## src/rtl/fetch_pkg.sv

```systemverilog
// rtl/fetch_pkg.sv - shared widths, reset PC and the fetch queue entry type
package fetch_pkg;

   localparam int ADDRESS_WIDTH = 32;
   localparam int DATA_WIDTH    = 32;
   localparam logic [ADDRESS_WIDTH-1:0] RESET_PC = 32'hBFC0_0000;
   localparam int PC_STEP       = 4;

   typedef struct packed {
      logic [ADDRESS_WIDTH-1:0] pc;
      logic [DATA_WIDTH-1:0]    instr;
   } fetch_entry_t;

endpackage

```

## src/rtl/fetch_if.sv

```systemverilog
// rtl/fetch_if.sv - ROM, redirect and decode-side signals of the fetch unit
interface fetch_if;
   import fetch_pkg::*;

   logic [ADDRESS_WIDTH-1:0] imem_addr;
   logic [DATA_WIDTH-1:0]    imem_instr;
   logic                     redirect_en;
   logic [ADDRESS_WIDTH-1:0] redirect_pc;
   logic                     out_valid;
   logic                     out_ready;
   logic [DATA_WIDTH-1:0]    out_instr;
   logic [ADDRESS_WIDTH-1:0] out_pc;

   modport master (
      output imem_addr,
      input  imem_instr,
      input  redirect_en,
      input  redirect_pc,
      output out_valid,
      input  out_ready,
      output out_instr,
      output out_pc
   );

   modport slave (
      input  imem_addr,
      output imem_instr,
      output redirect_en,
      output redirect_pc,
      input  out_valid,
      output out_ready,
      input  out_instr,
      input  out_pc
   );

endinterface

```

## src/rtl/fetch_queue.sv

```systemverilog
// rtl/fetch_queue.sv - in-order FIFO of {pc, instr} entries with single-cycle flush
module fetch_queue
   import fetch_pkg::*;
#(
   parameter  int DEPTH = 2,
   localparam int PW    = $clog2(DEPTH),
   localparam int CW    = PW + 1
) (
   input  logic         clk,
   input  logic         rst,
   input  logic         push,
   input  logic         pop,
   input  logic         flush,
   input  fetch_entry_t din,
   output logic [CW-1:0] count,
   output fetch_entry_t head
);

   fetch_entry_t  mem [DEPTH];
   logic [PW-1:0] rd_ptr;
   logic [PW-1:0] wr_ptr;

   always_ff @(posedge clk) begin
      if (rst || flush) begin
         rd_ptr <= '0;
         wr_ptr <= '0;
         count  <= '0;
      end else begin
         if (push) wr_ptr <= wr_ptr + PW'(1);
         if (pop)  rd_ptr <= rd_ptr + PW'(1);
         case ({push, pop})
            2'b10:   count <= count + CW'(1);
            2'b01:   count <= count - CW'(1);
            default: count <= count;
         endcase
      end
   end

   // Storage needs no reset: count gates every read of it.
   always_ff @(posedge clk) begin
      if (push && !flush && !rst) mem[wr_ptr] <= din;
   end

   assign head = mem[rd_ptr];

endmodule

```

## src/rtl/fetch_unit.sv

```systemverilog
// rtl/fetch_unit.sv - fetch PC, ROM addressing and redirect control feeding the fetch queue
module fetch_unit
   import fetch_pkg::*;
#(
   parameter int DEPTH = 2
) (
   input logic      clk,
   input logic      rst,
   fetch_if.master  bus
);

   localparam int CW = $clog2(DEPTH) + 1;

   logic [ADDRESS_WIDTH-1:0] fetch_pc;
   logic [CW-1:0]            count;
   fetch_entry_t             head;
   fetch_entry_t             entry;
   logic                     valid;
   logic                     push;
   logic                     pop;

   assign valid = (count != '0);
   assign pop   = valid & bus.out_ready;
   // A pop frees a slot in the same cycle, so a full queue still streams.
   assign push  = !bus.redirect_en & ((count < CW'(DEPTH)) | pop);

   assign entry.pc    = fetch_pc;
   assign entry.instr = bus.imem_instr;

   always_ff @(posedge clk) begin
      if (rst) begin
         fetch_pc <= RESET_PC;
      end else if (bus.redirect_en) begin
         fetch_pc <= bus.redirect_pc & ~ADDRESS_WIDTH'(3);
      end else if (push) begin
         fetch_pc <= fetch_pc + ADDRESS_WIDTH'(PC_STEP);
      end
   end

   fetch_queue #(.DEPTH(DEPTH)) u_queue (
      .clk   (clk),
      .rst   (rst),
      .push  (push),
      .pop   (pop),
      .flush (bus.redirect_en),
      .din   (entry),
      .count (count),
      .head  (head)
   );

   assign bus.imem_addr = fetch_pc;
   assign bus.out_valid = valid;
   assign bus.out_pc    = valid ? head.pc    : '0;
   assign bus.out_instr = valid ? head.instr : '0;

endmodule

```

## src/flat_wrapper.sv

```systemverilog
// flat-port wrapper written by rule: the top's interface ports become plain ports
module fetch_unit_flat import fetch_pkg::*;
#(
   parameter int DEPTH = 2
)
  (clk, rst, bus_imem_addr, bus_imem_instr, bus_redirect_en, bus_redirect_pc, bus_out_valid, bus_out_ready, bus_out_instr, bus_out_pc);
  fetch_if bus_i ();
  input logic clk;
  input logic rst;
  output wire logic [$bits(bus_i.imem_addr)-1:0] bus_imem_addr;
  input wire logic [$bits(bus_i.imem_instr)-1:0] bus_imem_instr;
  input wire logic [$bits(bus_i.redirect_en)-1:0] bus_redirect_en;
  input wire logic [$bits(bus_i.redirect_pc)-1:0] bus_redirect_pc;
  output wire logic [$bits(bus_i.out_valid)-1:0] bus_out_valid;
  input wire logic [$bits(bus_i.out_ready)-1:0] bus_out_ready;
  output wire logic [$bits(bus_i.out_instr)-1:0] bus_out_instr;
  output wire logic [$bits(bus_i.out_pc)-1:0] bus_out_pc;
  assign bus_imem_addr = bus_i.imem_addr;
  assign bus_i.imem_instr = bus_imem_instr;
  assign bus_i.redirect_en = bus_redirect_en;
  assign bus_i.redirect_pc = bus_redirect_pc;
  assign bus_out_valid = bus_i.out_valid;
  assign bus_i.out_ready = bus_out_ready;
  assign bus_out_instr = bus_i.out_instr;
  assign bus_out_pc = bus_i.out_pc;
  fetch_unit #(.DEPTH(DEPTH)) u_core (.clk(clk), .rst(rst), .bus(bus_i));
endmodule
```

## config.mk

```make
export PLATFORM = sky130hd
export DESIGN_NAME = fetch_unit_flat
export DESIGN_NICKNAME = d
export VERILOG_FILES = /design/src/rtl/fetch_pkg.sv /design/src/rtl/fetch_if.sv /design/src/rtl/fetch_queue.sv /design/src/rtl/fetch_unit.sv /design/src/flat_wrapper.sv
export SDC_FILE = /design/constraint.sdc
export NUM_CORES = 1
export LEC_CHECK = 0
export BUFFER_PORTS_ARGS = -buffer_cell sky130_fd_sc_hd__buf_4
export CORE_UTILIZATION = 58
export DETAILED_ROUTE_END_ITERATION = 8
export PLACE_DENSITY = 0.85
export SLEW_MARGIN = 0
export SYNTH_ARGS = -nofsm -noshare
export SYNTH_HDL_FRONTEND = slang
export SYNTH_SLANG_ARGS = --single-unit
```

## constraint.sdc

```tcl
create_clock -name clk -period 13.3 [get_ports clk]
set_clock_uncertainty 0.2 [all_clocks]
set_input_delay 1.33 -clock clk [delete_from_list [all_inputs] [get_ports clk]]
set_output_delay 1.33 -clock clk [all_outputs]
set_load 0.02 [all_outputs]
```

==> impl_results.md <==
- Status: complete, no violations
- Critical-path top delay cell: dfxtp_4
- Layout cells sized above 1: 28.82%
- Synth Area in Adders: 0.3637%
- Post-CTS resize count: 0
- Asr flop ratio synth: 0%
- Clk root buf: clkbuf_16
- Leak: 0.003163 uW
- Synth Area in Simple Gates: between 15 and 20%
- Final GP Congestion: 0.7798
- Worst Path Max Fanout: 62
- Die W: 110.9 um
- First-pass DRT Iterations: 7
- Worst-margin pin slew: between 1 and 1.5 ns
- TritonCTS Buffers: 17
- Worst path cell trace: mux2i_1, nor2_1, buf_4
- Sequential share of the synthesized area: 64.30%
- Crit. End Element: output pin
- Routed wire length: 15440 um
- Hold Vio Cnt, Final: 0
- Final critical-path share of the clock period: 27.46%
- Max VDD drop: between 0.08 and 0.09 mV
- RR Startpoint: u_core.u_queue.count[1]
- Compound-cell area share of the yosys netlist: 5.728%
- Placed cells: a little over 800
- DR vias/cell: between 5 and 6
- Worst-path clk slew: approximately 0.070 ns
- Util after Layout: about three quarters
- MaxCap Viol Count: 0
- Area delta synth->final: 26.17%
- Clock Latency Late Sink: 0.42 ns
- FF+latch count, synth: 159
- Num ports: roughly 170
- Max-slew headroom: between 20% and 30%
- Cells after Synth: 548
- Initial core utilization: 60.00%
- RSZ-0062 raised after global routing: no
- Final setup vio count: 0
- Hold Path Stages: 0
- Hold path start: u_core.bus.imem_addr[31]
- First-pass GRT wire length: 24510 um
- Tot GR Track Use: between 20% and 30%
- WP buf/inv: 1
- IO Port Bufs: 158
- Min-Delay Path Class: reg -> reg
- Slowest stage delay, CP: 1.03 ns
- Post-route cell area: slightly below 0.009 mm2
- Longest Clk Path Bufs: 2
- Die area: ~0.012 mm2
- Post-Synth XOR/XNOR Area: 1.528%
- Placement Rows: 39
- Post-Syn Area per Cell: approximately 13 um2
- Final Net Count: 758
- Reg2reg path depth: 4
- H-tree depth: 4
- Pin count of the biggest net entering global routing: 63
- Post-DP HPWL: around 9600 um
- Final Critical Period: 3.652 ns
- Setup_tns: 0 ns
- Post-CTS Setup Bufs: 0
- CP required: 11.77 ns
- DRC: 0
- Largest family of logic cells by synthesized area: simple AND/OR/NAND/NOR gates
- CTS Hold Bufs: 0
- Proportion of synthesized area in mux cells: 9.020%
- CTS sink cnt: 159
- Initial antenna violation count: 0
- CP Launch Type: flop
- Fmax: approximately 270 MHz
- Yosys warns: 0
- Mean routed wirelength per cell: between 15 and 20 um
- Inserted Diodes: 0
- PwrDens: between 100 and 150 mW/mm2
- Crit-path leading delay family: flip-flops
- Netlist cell types: 42
- Core box area: 0.01147 mm2
- CP arrival: 2.12 ns
- FILL cells: a little over 700
- Routed Antenna Nets: 0
- Vias: 5055
- DIE HEIGHT: ~110 um
- Global route overflow: 0
- Final non-filler cell total: 844
- Vias in the first global route: 4982
- Netlist Area Pre-Place: 0.006880 mm2
- EDFF count, synth: 124
- Area post-placement: 0.008124 mm2
- WS Path Type: reg -> out
- Initial DRC count: 431
- Slew Viols, Final: 0
- Crit path depth: 3
- CTS tree: yes
- Ys flop type: edfxtp_1
==> report_power, final <==
group	internal [uW]	leakage, uW	switching, uW
registers	558	0.00143	20.1
logic	53.6	0.00147	70.8
clock network	259	0.000265	196
==> layout by cell type, fill, tap and decap left out, types with 2 or more instances in the layout <==
master,count
nor3b_1,6
clkinv_2,3
or4_1,12
nand4_1,13
inv_6,6
nor3_1,17
nand2_1,16
buf_4,164
clkbuf_16,17
clkinvlp_4,4
o31a_1,4
inv_1,10
o31ai_1,12
or3_1,6
nand3b_1,3
dfxtp_1,34
xor2_1,6
ha_1,2
nand3_1,12
a31oi_1,5
o311a_1,5
edfxtp_1,124
o21ai_0,2
a21oi_1,4
and3_1,8
a2111oi_0,3
xnor2_1,6
mux2i_1,62
nor2_1,82
and2_1,6
nor4_1,10
a311oi_1,8
and4_1,6
conb_1,4
a211oi_1,7
==> layout make-up <==
cell class / count / area [um2] / area share, %
Tap cell: 143 / 178.9 / 2.061
Multi-Input combinational cell: 336 / 2248 / 25.90
Timing Repair Buffer: 164 / 1231 / 14.18
Inverter: 10 / 37.54 / 0.4324
Clock buffer: 17 / 425.4 / 4.901
Sequential cell: 159 / 4428 / 51.01
Clock inverter: 15 / 131.4 / 1.513
==> kinds of logic after synthesis <==
group	count (synthesis)
AOI/OAI and AO/OA	51
xor gates and xnor gates	12
adders and majority gates	2
buffers and inverters	56
DFF	159
muxes	62
other	1
and+or+nand+nor	205
==> cells in the mapped netlist (all sizes together) (7+ instances only) <==
| cell | n | area [um2] |
|---|---|---|
| nor2 | 83 | 311.6 |
| nand2 | 16 | 60.06 |
| a211oi | 7 | 52.55 |
| nand4 | 15 | 115.1 |
| or4 | 12 | 90.09 |
| buf | 22 | 111.4 |
| inv | 10 | 37.54 |
| and4 | 7 | 63.81 |
| edfxtp | 124 | 3724 |
| clkbuf | 24 | 90.09 |
| dfxtp | 35 | 700.7 |
| o31ai | 12 | 90.09 |
| nand3 | 12 | 60.06 |
| nor3 | 17 | 85.08 |
| a311oi | 8 | 70.07 |
| mux2i | 62 | 620.6 |
| nor4 | 11 | 68.82 |
| and3 | 8 | 50.05 |
==> metrics by stage <==
step	setup slack (ns)	hold slack, ns	power, uW
after global placement	9.713	0.3165	705.8
after CTS	9.644	0.3342	1163
after detailed placement	9.598	0.3218	711.5
final	9.648	0.3343	1157
after floorplan	4.042	0.3202	654.4
after global routing	9.534	0.3394	1194
==> registers in the layout, indices dropped and copies added (netlist names), named ones only <==
name	cells
u_core.bus.imem_addr	30
u_core.u_queue.mem	124
u_core.u_queue.count	2
u_core.u_queue.rd_ptr	1
u_core.u_queue.wr_ptr	1
==> final timing paths <==
path                               endpoint  slack [ns]
hold reg to reg   u_core.u_queue.mem[0][63]        0.33
setup reg to reg   u_core.bus.imem_addr[18]       10.60
hold / removal    u_core.u_queue.mem[0][63]        0.33
setup / recovery             bus_out_pc[31]        9.65
==> layer usage <==
| layer | vias up | part of all wire (%) | GRT usage [%] |
|---|---|---|---|
| met5 | - | 0 | 0 |
| met4 | 0 | 2.6 | 13.69 |
| met3 | 48 | 8.1 | 6.288 |
| met2 | 288 | 51 | 43.98 |
| met1 | 2371 | 38 | 30.37 |
| li1 | 2348 | - | - |
No activity file was read; power rests on OpenSTA's default activity.
